==> config.mk <==
export PLATFORM = sky130hd
export DESIGN_NAME = alu_mdu
export DESIGN_NICKNAME = d
export VERILOG_FILES = /design/src/rtl/alu_pkg.sv /design/src/rtl/mdu_core.sv /design/src/rtl/alu_mdu.sv
export SDC_FILE = /design/constraint.sdc
export NUM_CORES = 1
export LEC_CHECK = 0
export ABC_CLOCK_PERIOD_IN_PS = 6000
export CAP_MARGIN = 15
export CELL_PAD_IN_SITES_DETAIL_PLACEMENT = 2
export CELL_PAD_IN_SITES_GLOBAL_PLACEMENT = 2
export CORE_UTILIZATION = 35
export DETAILED_ROUTE_END_ITERATION = 8
export HOLD_SLACK_MARGIN = 0.06
export PLACE_DENSITY = 0.8
export SYNTH_ARGS = -nofsm -noshare
export SYNTH_HDL_FRONTEND = slang
export SYNTH_SLANG_ARGS = --single-unit
==> constraint.sdc <==
create_clock -name clk -period 6 [get_ports clk]
set_input_delay 1.2 -clock clk [delete_from_list [all_inputs] [get_ports clk]]
set_output_delay 1.2 -clock clk [all_outputs]
set_load 0.01 [all_outputs]
==> src/rtl/alu_pkg.sv <==
// Shared op codes, op classification and FSM states for the ALU/MDU.
package alu_pkg;

   localparam logic [3:0] OP_AND   = 4'b0000;
   localparam logic [3:0] OP_OR    = 4'b0001;
   localparam logic [3:0] OP_ADD   = 4'b0010;
   localparam logic [3:0] OP_SLL   = 4'b0011;
   localparam logic [3:0] OP_SLTU  = 4'b0100;
   localparam logic [3:0] OP_SUB   = 4'b0110;
   localparam logic [3:0] OP_SLT   = 4'b0111;
   localparam logic [3:0] OP_MULT  = 4'b1000;
   localparam logic [3:0] OP_MULTU = 4'b1001;
   localparam logic [3:0] OP_DIV   = 4'b1010;
   localparam logic [3:0] OP_DIVU  = 4'b1011;
   localparam logic [3:0] OP_NOR   = 4'b1100;
   localparam logic [3:0] OP_MFHI  = 4'b1110;
   localparam logic [3:0] OP_MFLO  = 4'b1111;

   typedef enum logic [1:0] {
      CLS_SINGLE,
      CLS_MUL,
      CLS_DIV,
      CLS_MOVE
   } op_class_e;

   typedef enum logic [1:0] {
      ST_IDLE,
      ST_RUN,
      ST_FIX
   } state_e;

   function automatic op_class_e op_class(input logic [3:0] op);
      case (op)
         OP_MULT, OP_MULTU: op_class = CLS_MUL;
         OP_DIV, OP_DIVU:   op_class = CLS_DIV;
         OP_MFHI, OP_MFLO:  op_class = CLS_MOVE;
         default:           op_class = CLS_SINGLE;
      endcase
   endfunction

endpackage

==> src/rtl/mdu_core.sv <==
// Iterative multiply/divide datapath: shift-add multiply and restoring divide on
// operand magnitudes, with signs and divide-by-zero applied on the way out.
module mdu_core
   import alu_pkg::*;
#(
   parameter int WIDTH = 32
) (
   input  logic             clk,
   input  logic             rst_n,
   input  logic             load,
   input  logic             step,
   input  logic             finish,
   input  logic [3:0]       op,
   input  logic [WIDTH-1:0] a,
   input  logic [WIDTH-1:0] b,
   output logic             last,
   output logic [WIDTH-1:0] hi,
   output logic [WIDTH-1:0] lo,
   output logic             div_zero
);

   localparam int CW = $clog2(WIDTH);

   logic [CW-1:0]      count;
   logic [WIDTH-1:0]   acc;
   logic [WIDTH-1:0]   low;
   logic [WIDTH-1:0]   divisor;
   logic [WIDTH-1:0]   a_keep;
   logic               is_div;
   logic               neg_lo;
   logic               neg_hi;
   logic               b_zero;

   logic               op_signed;
   logic               op_div;
   logic [WIDTH:0]     add_sum;
   logic [WIDTH:0]     shifted;
   logic               fits;
   logic [WIDTH-1:0]   diff;
   logic [WIDTH-1:0]   acc_nxt;
   logic [WIDTH-1:0]   low_nxt;
   logic [2*WIDTH-1:0] prod;

   // Magnitude of the most negative value wraps to itself, which is the
   // correct unsigned magnitude.
   function automatic logic [WIDTH-1:0] magnitude(input logic [WIDTH-1:0] v,
                                                  input logic             sgn);
      return (sgn && v[WIDTH-1]) ? -v : v;
   endfunction

   assign op_signed = (op == OP_MULT) || (op == OP_DIV);
   assign op_div    = (op_class(op) == CLS_DIV);
   assign last      = (count == CW'(WIDTH - 1));

   always_ff @(posedge clk or negedge rst_n) begin
      if (!rst_n) begin
         count <= '0;
      end else if (load || finish) begin
         count <= '0;
      end else if (step) begin
         count <= count + 1'b1;
      end
   end

   always_comb begin
      add_sum = {1'b0, acc} + (low[0] ? {1'b0, divisor} : '0);
      shifted = {acc, low[WIDTH-1]};
      fits    = (shifted >= {1'b0, divisor});
      diff    = shifted[WIDTH-1:0] - divisor;
      if (is_div) begin
         acc_nxt = fits ? diff : shifted[WIDTH-1:0];
         low_nxt = {low[WIDTH-2:0], fits};
      end else begin
         acc_nxt = add_sum[WIDTH:1];
         low_nxt = {add_sum[0], low[WIDTH-1:1]};
      end
   end

   // acc/low hold the running high/low halves: partial product or remainder/quotient.
   always_ff @(posedge clk) begin
      if (load) begin
         acc     <= '0;
         low     <= magnitude(a, op_signed);
         divisor <= magnitude(b, op_signed);
         a_keep  <= a;
         is_div  <= op_div;
         neg_lo  <= op_signed & (a[WIDTH-1] ^ b[WIDTH-1]);
         neg_hi  <= op_signed & op_div & a[WIDTH-1];
         b_zero  <= (b == '0);
      end else if (step) begin
         acc <= acc_nxt;
         low <= low_nxt;
      end
   end

   always_comb begin
      prod = neg_lo ? -{acc, low} : {acc, low};
      if (is_div) begin
         lo = neg_lo ? -low : low;
         hi = neg_hi ? -acc : acc;
         if (b_zero) begin
            lo = '1;
            hi = a_keep;
         end
      end else begin
         hi = prod[2*WIDTH-1:WIDTH];
         lo = prod[WIDTH-1:0];
      end
      div_zero = is_div & b_zero;
   end

endmodule

==> src/rtl/alu_mdu.sv <==
// EX-stage ALU with registered single-cycle ops plus an iterative MULT/DIV unit,
// HI/LO registers and a start/busy/done handshake.
module alu_mdu
   import alu_pkg::*;
#(
   parameter int WIDTH = 32,
   parameter int SHW   = 5
) (
   input  logic             clk,
   input  logic             rst_n,
   input  logic             start,
   input  logic [3:0]       alu_control,
   input  logic [WIDTH-1:0] a,
   input  logic [WIDTH-1:0] b,
   input  logic [SHW-1:0]   shamt,
   output logic             busy,
   output logic             done,
   output logic [WIDTH-1:0] result,
   output logic             zero,
   output logic [WIDTH-1:0] hi,
   output logic [WIDTH-1:0] lo,
   output logic             div_zero
);

   state_e                  state;
   state_e                  state_nxt;
   op_class_e               cls;
   logic                    accept_single;
   logic                    load;
   logic                    step;
   logic                    finish;
   logic                    last;
   logic [WIDTH-1:0]        alu_res;
   logic [WIDTH-1:0]        core_hi;
   logic [WIDTH-1:0]        core_lo;
   logic                    core_dz;
   logic signed [WIDTH-1:0] a_s;
   logic signed [WIDTH-1:0] b_s;

   assign cls  = op_class(alu_control);
   assign busy = (state != ST_IDLE);
   assign a_s  = a;
   assign b_s  = b;

   mdu_core #(
      .WIDTH(WIDTH)
   ) u_core (
      .clk     (clk),
      .rst_n   (rst_n),
      .load    (load),
      .step    (step),
      .finish  (finish),
      .op      (alu_control),
      .a       (a),
      .b       (b),
      .last    (last),
      .hi      (core_hi),
      .lo      (core_lo),
      .div_zero(core_dz)
   );

   always_comb begin
      alu_res = '0;
      case (alu_control)
         OP_ADD:  alu_res = a + b;
         OP_SUB:  alu_res = a - b;
         OP_SLL:  alu_res = a << shamt;
         OP_AND:  alu_res = a & b;
         OP_OR:   alu_res = a | b;
         OP_NOR:  alu_res = ~(a | b);
         OP_SLT:  alu_res = {{(WIDTH-1){1'b0}}, (a_s < b_s)};
         OP_SLTU: alu_res = {{(WIDTH-1){1'b0}}, (a < b)};
         OP_MFHI: alu_res = hi;
         OP_MFLO: alu_res = lo;
         default: alu_res = '0;
      endcase
   end

   always_comb begin
      state_nxt     = state;
      load          = 1'b0;
      step          = 1'b0;
      finish        = 1'b0;
      accept_single = 1'b0;
      case (state)
         ST_IDLE: begin
            if (start) begin
               if (cls == CLS_MUL || cls == CLS_DIV) begin
                  load      = 1'b1;
                  state_nxt = ST_RUN;
               end else begin
                  accept_single = 1'b1;
               end
            end
         end
         ST_RUN: begin
            step = 1'b1;
            if (last) state_nxt = ST_FIX;
         end
         ST_FIX: begin
            finish    = 1'b1;
            state_nxt = ST_IDLE;
         end
         default: state_nxt = ST_IDLE;
      endcase
   end

   // Output stage: single-cycle results on accept, MDU results on the fix-up edge.
   always_ff @(posedge clk or negedge rst_n) begin
      if (!rst_n) begin
         state    <= ST_IDLE;
         done     <= 1'b0;
         div_zero <= 1'b0;
         result   <= '0;
         zero     <= 1'b0;
         hi       <= '0;
         lo       <= '0;
      end else begin
         state    <= state_nxt;
         done     <= 1'b0;
         div_zero <= 1'b0;
         if (accept_single) begin
            result <= alu_res;
            zero   <= (alu_res == '0);
            done   <= 1'b1;
         end
         if (finish) begin
            hi       <= core_hi;
            lo       <= core_lo;
            result   <= core_lo;
            zero     <= (core_lo == '0);
            div_zero <= core_dz;
            done     <= 1'b1;
         end
      end
   end

endmodule

=== Yosys cells after proc, flatten, opt, wreduce, memory -nomap -nowiden ===
Cells that the tools add are included.

* Add/subtract/negate cells: 10
* Order comparisons: 3
* Eq/ne operators: 21
* Shift operators: 1
* Multiplexer cells: 38
* Bitwise operators: 8
* Reductions and logical operators: 18

{| class="wikitable"
|+ Operator list
! kind !! count
|-
| $mux W32 || 16
|-
| $pmux W32 S10 || 1
|-
| $neg A32 Y32 || 4
|-
| $logic_not A32 Y1 || 3
|-
| $lt A32 B32 Y1 || 2
|-
| $mux W64 || 1
|-
| $neg A64 Y64 || 1
|-
| $sub A32 B32 Y32 || 2
|-
| $add A32 B33 Y33 || 1
|-
| $ge A33 B32 Y1 || 1
|-
| $add A32 B32 Y32 || 1
|-
| $and A32 B32 Y32 || 1
|-
| $not A32 Y32 || 1
|-
| $or A32 B32 Y32 || 1
|-
| $shl A32 B5 Y32 || 1
|-
| $eq A4 B4 Y1 const B || 7
|-
| $mux W1 || 13
|-
| $eq A4 B3 Y1 const B || 3
|-
| $mux W5 || 2
|-
| $eq A4 B2 Y1 const B || 2
|-
| $reduce_bool A2 Y1 || 4
|-
| $mux W2 || 3
|-
| $ne A2 B2 Y1 const B || 3
|-
| $pmux W2 S3 || 1
|-
| other kinds (14) || 24
|}

* Bits in registers: 238
* Bits of input ports: 76
* Output and inout bits: 100
* Logic and storage cells: 115

=== Longest topological paths before layout ===
* Depth in word-level cells: 10
* Mapped depth: 16
* Mapped depth without buffers: 15

=== By module ===
From an unflattened synthesis, not the netlist that was laid out.

* Cell total of the unflattened synthesis: 3243
* Area, all modules: 25081.6 µm²

{| class="wikitable"
|+ Modules (own cells, without submodules)
! module !! times used !! cells an instance !! area an instance (µm²) !! seq. area each (µm²)
|-
| mdu_core || 1 || 1650 || 13143.9 || 3768.6
|-
| alu_mdu || 1 || 1593 || 11937.7 || 2527.4
|}

=== Least setup slack after synthesis ===
OpenSTA, ideal clock, no wires.

* Path kind: input -> register
* Start: in alu_control[1]
* End: reg u_core.low[1], data pin
* Setup time: 0.378 ns
* Arrival: 5.365 ns
* Required time: 5.622 ns
* Path slack: 0.257 ns
* Cell stages on the path: 11
* Buffers on the path: 5
* Cells stage by stage: clkbuf_1 > clkbuf_1 > buf_1 > xnor2_1 > nand2_1 > ha_1 > or2_2 > clkbuf_1 > clkinv_1 > clkbuf_1 > a31oi_1

* Cells in the longest elaborated chain, start to end: 9
* Elaborated cells on any way between the ends: 20
* Those cells by class: 8 x eq/ne; 6 x mux; 6 x reduce/logical

{| class="wikitable"
|+ Ends and longest elaborated chain
! what !! line !! RTL
|-
| from (decl) || alu_mdu.sv:12 || <nowiki>input logic [3:0] alu_control,</nowiki>
|-
| $eq A4 B4 Y1 || alu_pkg.sv:33 || <nowiki>case (op)</nowiki>
|-
| $reduce_or A2 Y1 || alu_pkg.sv:33 ||
|-
| $pmux W2 S3 * || alu_pkg.sv:33 ||
|-
| $eq A2 B1 Y1 or $eq A2 B2 Y1 (tied branches) || alu_mdu.sv:88 || <nowiki>if (cls == CLS_MUL || cls == CLS_DIV) begin</nowiki>
|-
| $logic_or A1 B1 Y1 * || alu_mdu.sv:88 ||
|-
| $mux W1 * || alu_mdu.sv:88 ||
|-
| $mux W1 * || alu_mdu.sv:87 || <nowiki>if (start) begin</nowiki>
|-
| $mux W1 * || alu_mdu.sv:85 || <nowiki>case (state)</nowiki>
|-
| named net load || alu_mdu.sv:29 || <nowiki>logic load;</nowiki>
|-
| $mux W32 * || mdu_core.sv:81 || <nowiki>if (load) begin</nowiki>
|-
| to (signal assigned) || mdu_core.sv:83 || <nowiki>low <= magnitude(a, op_signed);</nowiki>
|-
| to (signal assigned) || mdu_core.sv:92 || <nowiki>low <= low_nxt;</nowiki>
|-
| to (decl) || mdu_core.sv:26 || <nowiki>logic [WIDTH-1:0] low;</nowiki>
|}

Mark *: on every way through the listed nets, which the timed path passes. The rest lies on a longest branch.
A chain may end at the register's enable or synchronous reset.

=== Worst setup path in the final report ===
* Start: in b[1]
* End: reg zero

* Cells in the longest elaborated chain, start to end: 6
* Elaborated cells on any way between the ends: 11
* Those cells by class: 2 x add/sub; 2 x order compare; 3 x mux; 3 x bitwise; 1 x reduce/logical

{| class="wikitable"
|+ Ends and longest elaborated chain
! what !! line !! RTL
|-
| from (decl) || alu_mdu.sv:14 || <nowiki>input logic [WIDTH-1:0] b,</nowiki>
|-
| branches (longest 2 deep; another with $sub A32 B32 Y32) || -- ||
|-
| $pmux W32 S10 * || alu_mdu.sv:64 || <nowiki>case (alu_control)</nowiki>
|-
| $logic_not A32 Y1 * || alu_mdu.sv:124 || <nowiki>zero <= (alu_res == '0);</nowiki>
|-
| $mux W1 * || alu_mdu.sv:122 || <nowiki>if (accept_single) begin</nowiki>
|-
| $mux W1 * || alu_mdu.sv:127 || <nowiki>if (finish) begin</nowiki>
|-
| to (signal assigned) || alu_mdu.sv:124 ||
|-
| to (signal assigned) || alu_mdu.sv:131 || <nowiki>zero <= (core_lo == '0);</nowiki>
|-
| to (decl) || alu_mdu.sv:19 || <nowiki>output logic zero,</nowiki>
|}

Every way passes the cells marked *. The select of a mux whose other input is x is not followed.

==> results by stage <==
Global routing:
- The largest net degree at the start of global routing is 121.
- The overall fraction of global-route tracks in use is 38.10%.
- The first global-routing pass estimated 201000 um of wire.
- The number of antenna violations at the first check in global routing is 14.
- The number of global-route vias before repair was 29079.
- Global routing finished with a remaining overflow of 0.

Worst setup path:
- Traced cell by cell, the critical path runs through clkdlybuf4s50_1 > inv_1 > ha_1 > or2_2 > a221oi_2 > o31ai_1 > nor4b_2 > o41ai_4 > a21oi_1 > a2111oi_0 > buf_4 > o2111ai_1 > nor4_1 > buf_4 > nand4b_1 > o31ai_1.
- The arrival time at the worst endpoint is 5.93 ns.
- The type of the setup path with the least slack is input port to register.
- The number of buffer and inverter stages on the critical path is 4.
- The origin of the worst setup path is b[1].
- The family with the most delay on the worst path is compound AO/OA/AOI/OAI gates.
- Among all stages on the critical path, the largest delay is contributed by clkdlybuf4s50_1.
- In this run the critical register-to-register path is launched from u_core.low[0]$_DFFE_PP_.
- The kind of launch point of the worst setup path is an input port.
- STA classifies the critical path endpoint as a register.
- Of all nets on the critical path, the largest fanout is 6.
- The stage delay of the slowest cell on the critical path is 0.61 ns.
- The required time of the critical path is 6.49 ns.

Synth:
- The number of enable flip-flop cells after synthesis is 100.
- The main flop type after synthesis is dfrtp_1.
- The fraction of registers with async set or reset after synthesis is 44.54%.
- Yosys printed 0 warnings.
- After synthesis the netlist holds a flip-flop and latch count of 238.
- The number of standard cells after synthesis is 3111.
- Of all cell types, the one taking the most synthesized area is edfxtp_1.
- The share of the synthesized area in the top cell type is 12.12%.
- The number of nets in the synthesized netlist is 3361.
- The number of library cell types mapped by synthesis is 94.
- Sorting the synthesized cells by area gives the leading types as edfxtp_1, dfrtp_1, ha_1.
- The combined area of all synthesized cells is 24780 um^2.
- After synthesis, the mean cell area works out to 7.964 um^2.
- For this run, the register share of the synthesized area comes to 25.41%.

Pwr:
- The power density of the placed cells is 380.4 nW/um^2.
- The maximum vdd drop is 0.2027 mV.
- In this run the static leakage power is 12.02 nW.

Min path:
- The start point of the worst min-delay path is result[26]$_DFFE_PN0P_.
- The tightest min-delay check is of the register to register type.

CTS:
- The clock transition at the registers of the reported paths is 0.06 ns.
- The number of gates resized after CTS was 0.
- Counting every sink on the clock net gives 238.
- The post-cts hold buffer count is 0.
- The number of buffers created by CTS is 35.
- The count of H-tree levels built during CTS is 2.
- The clock tree root driver cell is clkbuf_16.
- The source-to-sink clock delay at the later pin of the worst-skew pair is 0.59 ns.
- The number of setup buffers added after CTS is 0.
- The longest clock path from root to sink contains 3 buffers.
- TritonCTS built the clock tree.

Timing:
- The worst hold slack after final layout is 0.5036 ns.
- Setup repair after global routing left no endpoint under its margin.
- The smallest setup slack after layout is 0.5613 ns.
- The final period utilization is 90.65%.
- The number of hold violations in the final report is 0.
- The final number of max-transition violations is 0.
- The total negative slack is 0 ns.
- Subtracting the final worst setup slack from the clock period gives 5.439 ns.
- The worst slew margin relative to its limit is 13.33%.
- The post-route clock skew is 0.02926 ns.
- The maximum clock rate is 0.1839 GHz.
- The actual slew at the worst max-slew pin is 1.290 ns.
- The number of failing setup endpoints in the final timing report is 0.

Floorplanning:
- The core region is 70030 um^2.
- In this run the horizontal extent of the chip is 268.1 um.
- In this run the core area contains 97 standard-cell rows.
- For this configuration, the core starts out at a cell density of 35.38%.
- The full die area is 71860 um^2.
- The die height is 268.1 um.
- 176 I/O pins were placed.

Cells and area:
- For this run, the post-layout net count is 3516.
- The area growth from synthesis to layout is 18.27%.
- The number of cells in the finished layout apart from fillers is 4237.
- The post-route standard cell area excluding fillers is 29300 um^2.
- In the final layout, the share of cells above drive strength 1 is 9.323%.

Route:
- The DRC violation total after the first TritonRoute iteration is 2436.
- The final layout contains routed wiring with a total length of 139000 um.
- Dividing the detail-routed via count by the number of cells gives 6.457.
- The total via count after detailed routing is 27359.
- The DRC violation count after routing is 4.
- The iteration count of the initial detailed-routing pass is 8.
- The routed wire length per instance is 32.80 um.
- The detail route stage leaves a number of antenna-violating nets equal to 0.

Placed design:
- Summing all placed instances gives a cell area of 28110 um^2.
- Once placement completed, the tool counted placed cells totaling 4169.
- The worst slack after detailed placement is 0.03538 ns.
- The post-detailed-placement half-perimeter wirelength is 109700 um.
- The final weighted congestion of routability-driven global placement is 0.9846.
- Port buffering added 175 buffers.

Outcome:
- The flow ran to the end, but the final reports show violations.
- The checks that failed: DRC.

Job:
- Across the run, the number of max-cap violations was 0.
-- cells in the final DEF, fill, tap and decap left out, types with 43 or more instances in the layout --
| master | instances |
|---|---|
| nor3_1 | 53 |
| buf_4 | 138 |
| ha_1 | 170 |
| a21oi_1 | 224 |
| xor2_1 | 47 |
| clkdlybuf4s50_1 | 172 |
| nand2_1 | 331 |
| inv_1 | 168 |
| a31oi_1 | 43 |
| a21o_1 | 101 |
| nand3_1 | 56 |
| xnor2_1 | 137 |
| edfxtp_1 | 100 |
| nor2_1 | 248 |
| o21ai_0 | 285 |
| dfrtp_1 | 106 |
| mux2i_1 | 95 |
-- flip-flops by register name, summed over array words and instances, names as in the netlist, 2 cells and up --
signal / flops
u_core.a_keep: 32
result: 32
u_core.divisor: 32
u_core.acc: 32
u_core.low: 32
state: 2
u_core.count: 5
lo: 32
hi: 32
-- path summary, 6_finish.rpt --
check                                    endpoint  slack [ns]  cells past startpoint
hold reg to reg            result[26]$_DFFE_PN0P_        0.50                      1
min in group asynchronous      hi[25]$_DFFE_PN0P_        0.76                      1
setup / recovery                 zero$_DFFE_PN0P_        0.56                     16
hold / removal             result[26]$_DFFE_PN0P_        0.50                      1
setup reg to reg                 zero$_DFFE_PN0P_        1.15                     14
max in group asynchronous      lo[13]$_DFFE_PN0P_        3.92                      2
-- worst reg2reg max path, stage by stage (launching register included) --
cell,delay (ns)
edfxtp_1,0.54
inv_1,0.10
buf_4,0.40
ha_1,0.28
nor3b_1,0.51
nand2_1,0.27
nand2_1,0.18
xor2_1,0.28
nand2_1,0.13
nor4_1,0.40
nand4_1,0.28
or3_1,0.47
nor4_1,0.52
a21oi_1,0.28
o31ai_1,0.12
-- layer usage --
metal	routed length, um	global-route usage, %
met2	62750	61.17
met5	13	0
met4	7923	19.80
met3	9272	5.544
met1	59010	49.52
-- power breakdown --
group	internal, mW	total, mW	switching [mW]
sequential	2.20	3.02	0.818
combinational	2.40	5.94	3.54
clock	1.25	2.18	0.929
-- cell families after synthesis --
kind of cell | share of synthesized area, %
AOI/OAI and AO/OA | 27.85
xor gates and xnor gates | 6.504
adders and majority gates | 8.908
buffers and inverters | 5.742
DFF | 25.41
muxes | 7.383
and+or+nand+nor | 18.20
-- final cells by class --
type	instances	area, um^2
Tap cell	940	1176
Inverter	172	648.1
Clock buffer	44	929.6
Timing Repair Buffer	317	2868
Antenna cell	4	10.01
Clock inverter	20	250.2
Fill cell	7920	40730
Multi-Input combinational cell	2502	17130
Sequential cell	238	6296
-- synthesized netlist by cell type (all sizes together) (34+ instances only) --
master / number
xor2: 47
inv: 169
dfrtp: 106
mux2i: 95
edfxtp: 100
nand3: 56
a21o: 101
o21ai: 290
nor2: 249
nor4: 34
xnor2: 137
ha: 170
clkbuf: 171
a21oi: 224
o211ai: 38
nand2: 332
nand4: 37
a31oi: 43
nor3: 55
-- stage by stage --
step                      power, mW  utilization [%]
final                         11.15            41.84
after global routing          11.71            41.83
after CTS                     11.05            41.83
after detailed placement      8.764            40.15
after global placement        8.407            40.15
after floorplan               6.487                -
(Power assumes the default switching activity.)
